### config.mk
export PLATFORM = sky130hd
export DESIGN_NAME = i2c_bus_arbiter
export DESIGN_NICKNAME = d
export VERILOG_FILES = /design/src/rtl/i2c_bus_arbiter.sv
export SDC_FILE = /design/constraint.sdc
export NUM_CORES = 1
export LEC_CHECK = 0
export BUFFER_PORTS_ARGS = -buffer_cell sky130_fd_sc_hd__buf_2
export CORE_MARGIN = 2
export CORE_UTILIZATION = 48
export DETAILED_ROUTE_END_ITERATION = 8
export PLACE_DENSITY = 0.76
export SLEW_MARGIN = 20
export SYNTH_ARGS = -nofsm -noshare
export SYNTH_HDL_FRONTEND = slang
export SYNTH_SLANG_ARGS = --single-unit
export TNS_END_PERCENT = 100
### constraint.sdc
create_clock -name clk -period 3.6 [get_ports clk]
set_input_delay 0.18 -clock clk [delete_from_list [all_inputs] [get_ports clk]]
set_output_delay 0.18 -clock clk [all_outputs]
set_load 0.01 [all_outputs]
### src/rtl/i2c_bus_arbiter.sv
// Two-requester I2C transaction arbiter: round-robin grant, then the register-access
// byte sequence is driven into a single-byte I2C engine, with NACK abort and a watchdog.
module i2c_bus_arbiter #(
    parameter logic [23:0] TIMEOUT_CYC = 24'd1_000_000
) (
    input  logic        clk,
    input  logic        reset_n,
    input  logic        req0_valid,
    input  logic [6:0]  req0_slave,
    input  logic [7:0]  req0_reg,
    input  logic        req0_rw,
    input  logic        req0_len,
    input  logic [15:0] req0_wdata,
    output logic        req0_done,
    output logic        req0_err,
    output logic [15:0] req0_rdata,
    input  logic        req1_valid,
    input  logic [6:0]  req1_slave,
    input  logic [7:0]  req1_reg,
    input  logic        req1_rw,
    input  logic        req1_len,
    input  logic [15:0] req1_wdata,
    output logic        req1_done,
    output logic        req1_err,
    output logic [15:0] req1_rdata,
    output logic [1:0]  eng_cmd,
    output logic        eng_last,
    output logic        eng_valid,
    output logic [7:0]  eng_tx_byte,
    input  logic        eng_ready,
    input  logic        eng_done,
    input  logic        eng_ack,
    input  logic [7:0]  eng_rx_byte,
    output logic        busy
);

    typedef enum logic [2:0] {
        ST_IDLE   = 3'd0,
        ST_SLA_W  = 3'd1,
        ST_REG    = 3'd2,
        ST_WDATA  = 3'd3,
        ST_SLA_R  = 3'd4,
        ST_RDATA  = 3'd5,
        ST_FINISH = 3'd6
    } state_t;

    state_t          state_q, state_d;
    logic            gnt_q, gnt_d, last_gnt_q, last_gnt_d;
    logic [6:0]      slave_q, slave_d;
    logic [7:0]      reg_q, reg_d;
    logic            rw_q, rw_d, len_q, len_d;
    logic [15:0]     wdata_q, wdata_d;
    logic [7:0]      rx_q, rx_d;
    logic            idx_q, idx_d, wait_q, wait_d, abort_q, abort_d;
    logic [23:0]     wdog_q, wdog_d;
    logic            eng_valid_q, eng_valid_d, eng_last_q, eng_last_d;
    logic [1:0]      eng_cmd_q, eng_cmd_d;
    logic [7:0]      eng_tx_q, eng_tx_d;
    logic            busy_q, busy_d;
    logic [1:0]      done_q, done_d, err_q, err_d;
    logic [1:0][15:0] rdata_q, rdata_d;

    logic [1:0]      cmd_s;
    logic [7:0]      byte_s;
    logic            last_s, pick_s, fin_go_s, fin_err_s;

    // Next-state, command generation and completion reporting
    always_comb begin
        state_d     = state_q;
        gnt_d       = gnt_q;
        last_gnt_d  = last_gnt_q;
        slave_d     = slave_q;
        reg_d       = reg_q;
        rw_d        = rw_q;
        len_d       = len_q;
        wdata_d     = wdata_q;
        rx_d        = rx_q;
        idx_d       = idx_q;
        wait_d      = wait_q;
        abort_d     = abort_q;
        wdog_d      = wdog_q;
        eng_valid_d = 1'b0;
        eng_cmd_d   = eng_cmd_q;
        eng_last_d  = eng_last_q;
        eng_tx_d    = eng_tx_q;
        done_d      = 2'b00;
        err_d       = err_q;
        rdata_d     = rdata_q;
        fin_go_s    = 1'b0;
        fin_err_s   = 1'b0;
        pick_s      = (req0_valid && req1_valid) ? ~last_gnt_q : ~req0_valid;

        case (state_q)
            ST_SLA_W: begin cmd_s = 2'b01; byte_s = {slave_q, 1'b0}; last_s = 1'b0; end
            ST_REG:   begin cmd_s = 2'b10; byte_s = reg_q;           last_s = 1'b0; end
            ST_WDATA: begin
                cmd_s  = 2'b10;
                byte_s = (len_q && !idx_q) ? wdata_q[15:8] : wdata_q[7:0];
                last_s = !len_q || idx_q;
            end
            ST_SLA_R: begin cmd_s = 2'b01; byte_s = {slave_q, 1'b1}; last_s = 1'b0; end
            ST_RDATA: begin cmd_s = 2'b11; byte_s = 8'h00; last_s = !len_q || idx_q; end
            default:  begin cmd_s = 2'b00; byte_s = 8'h00; last_s = 1'b0; end
        endcase

        case (state_q)
            ST_IDLE: begin
                if (req0_valid || req1_valid) begin
                    gnt_d   = pick_s;
                    slave_d = pick_s ? req1_slave : req0_slave;
                    reg_d   = pick_s ? req1_reg   : req0_reg;
                    rw_d    = pick_s ? req1_rw    : req0_rw;
                    len_d   = pick_s ? req1_len   : req0_len;
                    wdata_d = pick_s ? req1_wdata : req0_wdata;
                    rx_d    = 8'h00;
                    idx_d   = 1'b0;
                    wait_d  = 1'b0;
                    abort_d = 1'b0;
                    wdog_d  = 24'd0;
                    state_d = ST_SLA_W;
                end else begin
                    state_d = ST_IDLE;
                end
            end
            ST_SLA_W, ST_REG, ST_WDATA, ST_SLA_R, ST_RDATA: begin
                if (!wait_q) begin
                    if (eng_ready) begin
                        // A pending abort replaces the scheduled byte with a bare STOP
                        eng_valid_d = 1'b1;
                        eng_cmd_d   = abort_q ? 2'b10 : cmd_s;
                        eng_tx_d    = abort_q ? 8'h00 : byte_s;
                        eng_last_d  = abort_q ? 1'b1  : last_s;
                        wait_d      = 1'b1;
                        wdog_d      = 24'd0;
                    end else begin
                        wait_d = 1'b0;
                    end
                end else if (eng_done) begin
                    wait_d = 1'b0;
                    wdog_d = 24'd0;
                    if (abort_q) begin
                        fin_go_s  = 1'b1;
                        fin_err_s = 1'b1;
                    end else if (!eng_ack && (state_q != ST_RDATA)) begin
                        abort_d = 1'b1;
                    end else begin
                        case (state_q)
                            ST_SLA_W: state_d = ST_REG;
                            ST_REG:   state_d = rw_q ? ST_SLA_R : ST_WDATA;
                            ST_WDATA: begin
                                if (last_s) fin_go_s = 1'b1;
                                else        idx_d    = 1'b1;
                            end
                            ST_SLA_R: state_d = ST_RDATA;
                            ST_RDATA: begin
                                rx_d = eng_rx_byte;
                                if (last_s) fin_go_s = 1'b1;
                                else        idx_d    = 1'b1;
                            end
                            default: begin
                                fin_go_s  = 1'b1;
                                fin_err_s = 1'b1;
                            end
                        endcase
                    end
                end else if ((wdog_q + 24'd1) == TIMEOUT_CYC) begin
                    fin_go_s  = 1'b1;
                    fin_err_s = 1'b1;
                end else begin
                    wdog_d = wdog_q + 24'd1;
                end
            end
            ST_FINISH: begin
                last_gnt_d = gnt_q;
                state_d    = ST_IDLE;
            end
            default: state_d = ST_IDLE;
        endcase

        // Completion outputs are loaded on entry so they are visible during FINISH itself
        if (fin_go_s) begin
            state_d        = ST_FINISH;
            done_d[gnt_q]  = 1'b1;
            err_d[gnt_q]   = fin_err_s;
            wait_d         = 1'b0;
            abort_d        = 1'b0;
            wdog_d         = 24'd0;
            if (!fin_err_s && rw_q) begin
                rdata_d[gnt_q] = {rx_q, eng_rx_byte};
            end else begin
                rdata_d[gnt_q] = rdata_q[gnt_q];
            end
        end else begin
            done_d = 2'b00;
        end

        busy_d = (state_d != ST_IDLE);
    end

    // State and output registers
    always_ff @(posedge clk or negedge reset_n) begin
        if (!reset_n) begin
            state_q     <= ST_IDLE;
            gnt_q       <= 1'b0;
            last_gnt_q  <= 1'b1;
            slave_q     <= 7'h00;
            reg_q       <= 8'h00;
            rw_q        <= 1'b0;
            len_q       <= 1'b0;
            wdata_q     <= 16'h0000;
            rx_q        <= 8'h00;
            idx_q       <= 1'b0;
            wait_q      <= 1'b0;
            abort_q     <= 1'b0;
            wdog_q      <= 24'd0;
            eng_valid_q <= 1'b0;
            eng_cmd_q   <= 2'b00;
            eng_last_q  <= 1'b0;
            eng_tx_q    <= 8'h00;
            busy_q      <= 1'b0;
            done_q      <= 2'b00;
            err_q       <= 2'b00;
            rdata_q     <= '0;
        end else begin
            state_q     <= state_d;
            gnt_q       <= gnt_d;
            last_gnt_q  <= last_gnt_d;
            slave_q     <= slave_d;
            reg_q       <= reg_d;
            rw_q        <= rw_d;
            len_q       <= len_d;
            wdata_q     <= wdata_d;
            rx_q        <= rx_d;
            idx_q       <= idx_d;
            wait_q      <= wait_d;
            abort_q     <= abort_d;
            wdog_q      <= wdog_d;
            eng_valid_q <= eng_valid_d;
            eng_cmd_q   <= eng_cmd_d;
            eng_last_q  <= eng_last_d;
            eng_tx_q    <= eng_tx_d;
            busy_q      <= busy_d;
            done_q      <= done_d;
            err_q       <= err_d;
            rdata_q     <= rdata_d;
        end
    end

    assign eng_valid   = eng_valid_q;
    assign eng_cmd     = eng_cmd_q;
    assign eng_last    = eng_last_q;
    assign eng_tx_byte = eng_tx_q;
    assign busy        = busy_q;
    assign req0_done   = done_q[0];
    assign req1_done   = done_q[1];
    assign req0_err    = err_q[0];
    assign req1_err    = err_q[1];
    assign req0_rdata  = rdata_q[0];
    assign req1_rdata  = rdata_q[1];

endmodule

==> flow_summary.yaml <==
floorplan:
  ios: 130
  core_um2: 12620
  die_w_um: 117.6
  die_h_um: 117.6
  rows: 41
  fp.dieArea_um2: 13820
  initial_core_util: 0.4905
synthesis:
  synth_area_leaders: "dfrtp_1 (49%), nand2_1 (6.5%), mux2_2 (6.2%), a31oi_1 (4.1%), nor2_1 (3.3%)"
  synth_common_cells: "dfrtp_1 (121), nand2_1 (107), nor2_1 (54), a31oi_1 (41), mux2_2 (34)"
  synth_area_leader_cell: "dfrtp_1"
  synth_seq_cells: 122
  synth_area_um2: 6190
  ys_warn_count: 0
  synth_edf_count: 0
  yosysTopAreaCellShare: 0.4892
  synthDistinctLibCells: 66
  synth_top_family_by_area: "simple AND/OR/NAND/NOR gates"
  synth_compound_area_frac: 0.1563
  synth-simple-area-share: 0.2102
  ys.flop_type: "dfrtp_1"
  avgSynthCellArea_um2: 9.508
  synth_most_common_cell: "dfrtp_1"
  synthCells: 651
  synth-seq-area-share: 0.4934
  synthArstFlopShare: 1.000
  synth_xor_area_frac: 0.009905
  synth_nets: 734
  synthAdderAreaFrac: 0.004043
  muxShareOfSynthArea: 0.08126
routing:
  drt_iter0_drc: 448
  wire_per_inst_um: 16.23
  postRouteAntennaNets: 0
  vias: 5369
  viasPerCell: 5.646
  drt-total-wl_um: 15430
  drc_errors: 0
  drt_pass1_iterations: 4
setup_path:
  critical_path.startpoint: "wdog_q[0]"
  ff2ff_path_depth: 9
  worstPathMaxFanout: 10
  cp.arrival_ns: 3.44
  regToRegSetupSlack_ns: 0.50
  rr_endpoint: "done_q[0]"
  cp-end-kind: "flip-flop"
  rr_startpoint: "wdog_q[0]"
  worstSetupPathType: "flip-flop to flip-flop"
  endpoint: "done_q[0]"
  worstPathRequired_ns: 3.94
  start_kind: "flip-flop"
placement:
  dp.cells: 912
  place_ws_ns: 0.5356
  gp_congestion: 0.9087
  place_area_um2: 6962
  hpwlAfterDp_um: 10690
  io_buffers: 129
clocking:
  cts_tree: "done"
  cts_setup_buffers: 0
  clkLatencyLatePin_ns: 0.42
  cts.path.max_buffers: 2
  htree_levels: 4
  cts_resized: 0
  numCtsBuffers: 17
  root_buffer: "clkbuf_16"
  ctsHoldBuffers: 7
  clock_sinks: 122
  path_clk_slew_ns: 0.06
final_layout:
  fin_area_um2: 7639
  multi_input_area_um2: 2885
  ff_latch_area_um2: 3054
  drive_gt1_frac: 0.2927
  final_nets: 849
  stdcell_count: 951
  n_antenna_cell: 0
  n_fill_cell: 1066
  area_growth_pct: 23.41
power_and_ir_drop:
  ir_drop_v: 0.0004292
  power_switching_share: 0.3669
  p_leak_nw: 3.663
  sequentialPowerShare: 0.371
  p_int_w: 0.003555
  power.density_nw_per_um2: 735.1
  p_sw_w: 0.002060
  clkPwrFrac: 0.310
  combPwrFrac: 0.319
  power_w: 0.005615
sta:
  clock.fmax_mhz: 322.7
  maxSlewViolCount: 0
  setup_viol: 0
  fin_crit_ns: 3.099
  timing.final.ws_setup_ns: 0.5008
  final_hold_viol_count: 0
  rsz0062_at_grt: "no"
  worst_pin_slew_ns: 1.023
  min_period_over_period: 0.8609
  final.setup.tns_ns: 0
  slew_headroom: 0.3181
  clock_skew_ns: 0.008672
global_routing:
  grt_pass1_wl_um: 25890
  grt-ovfl-total: 0
  antenna_found_initial: 0
  grt_usage: 0.2325
  grt_max_degree: 70
  grt_pass1_vias: 5209
min_path:
  min_path_type: "input port to flip-flop"
status:
  run_status: "completed"
run:
  cap_violations: 0
cells in the final DEF (no fill, tap or decap), drive strengths merged, types with 10 or more instances in the layout:
master	n
a31oi	41
a22o	16
nand4	10
nor3	13
clkbuf	17
mux2i	12
mux2	34
inv	16
nand3	23
nor2	54
a21oi	23
o21ai	25
nand2	107
buf	144
dfrtp	121
registers in the layout, indices dropped and copies added, names as in the netlist, 2 cells and up:
| signal | count |
|---|---|
| state_q | 3 |
| rx_q | 8 |
| done_q | 2 |
| req1_rdata | 16 |
| eng_tx_byte | 8 |
| wdata_q | 16 |
| req0_rdata | 16 |
| eng_cmd | 2 |
| err_q | 2 |
| wdog_q | 24 |
| reg_q | 8 |
| slave_q | 7 |
final cells by class:
type	count	share of cell area
well taps	172	0.02817
flip-flops and latches	122	0.3998
inverters	9	0.004423
multi-input cells	465	0.3777
clock buffers	17	0.05569
repair buffers	151	0.1104
clock inverters	15	0.02375
logic make-up after synthesis:
family                   Yosys count
flip-flops                       122
adder cells (fa/ha/maj)            2
AND/OR/NAND/NOR                  265
XOR/XNOR                           7
buffers and inverters             64
multiplexers                      46
AO/OA/AOI/OAI                    145
critical path, cell delays in order, from the launching register on:
cell and delay [ns]:
dfrtp_1 0.47, ha_1 0.36, nand4_4 0.17, nor4_4 0.36, mux2i_1 0.24, a21oi_1 0.07
or4_1 0.69, buf_4 0.25, o21ai_2 0.23, nor2b_1 0.19
power groups by stage:
stage                     combinational (W)  clock, W  sequential (W)
after floorplan                     0.00121         0         0.00204
after global placement              0.00171         0         0.00207
after detailed placement            0.00177         0         0.00210
after CTS                           0.00181   0.00177         0.00208
after global routing                0.00201   0.00183         0.00214
final                               0.00179   0.00174         0.00208
per-stage QoR:
step	hold slack, ns	util
3_3_place_gp	0.2869	0.5517
4_1_cts	0.000007522	0.6053
3_5_place_dp	0.2990	0.5517
5_1_grt	0.009562	0.6053
6_report	0.01005	0.6053
2_1_floorplan	-0.1156	-
worst min path at each step:
stage / endpoint / slack, ns / from / depth (start not counted)
after floorplan: abort_q / -0.12 / reset_n / 0
after global placement: reg_q[4] / 0.29 / reset_n / 1
after detailed placement: reg_q[4] / 0.30 / reset_n / 1
after CTS: slave_q[4] / 0.000008 / req0_slave[4] / 3
after global routing: slave_q[4] / 0.01 / req1_slave[4] / 3
final: rx_q[0] / 0.01 / eng_rx_byte[0] / 2
per-layer routing:
layer / up-vias / share of wire / global-route usage / routed length [um]
met5: - / 0 / 0 / 0
met4: 0 / 0.025 / 0.1024 / 393
met3: 28 / 0.053 / 0.04603 / 825
met2: 181 / 0.50 / 0.3823 / 7691
met1: 2600 / 0.42 / 0.2995 / 6524
li1: 2560 / - / - / -
(Power assumes the default switching activity.)
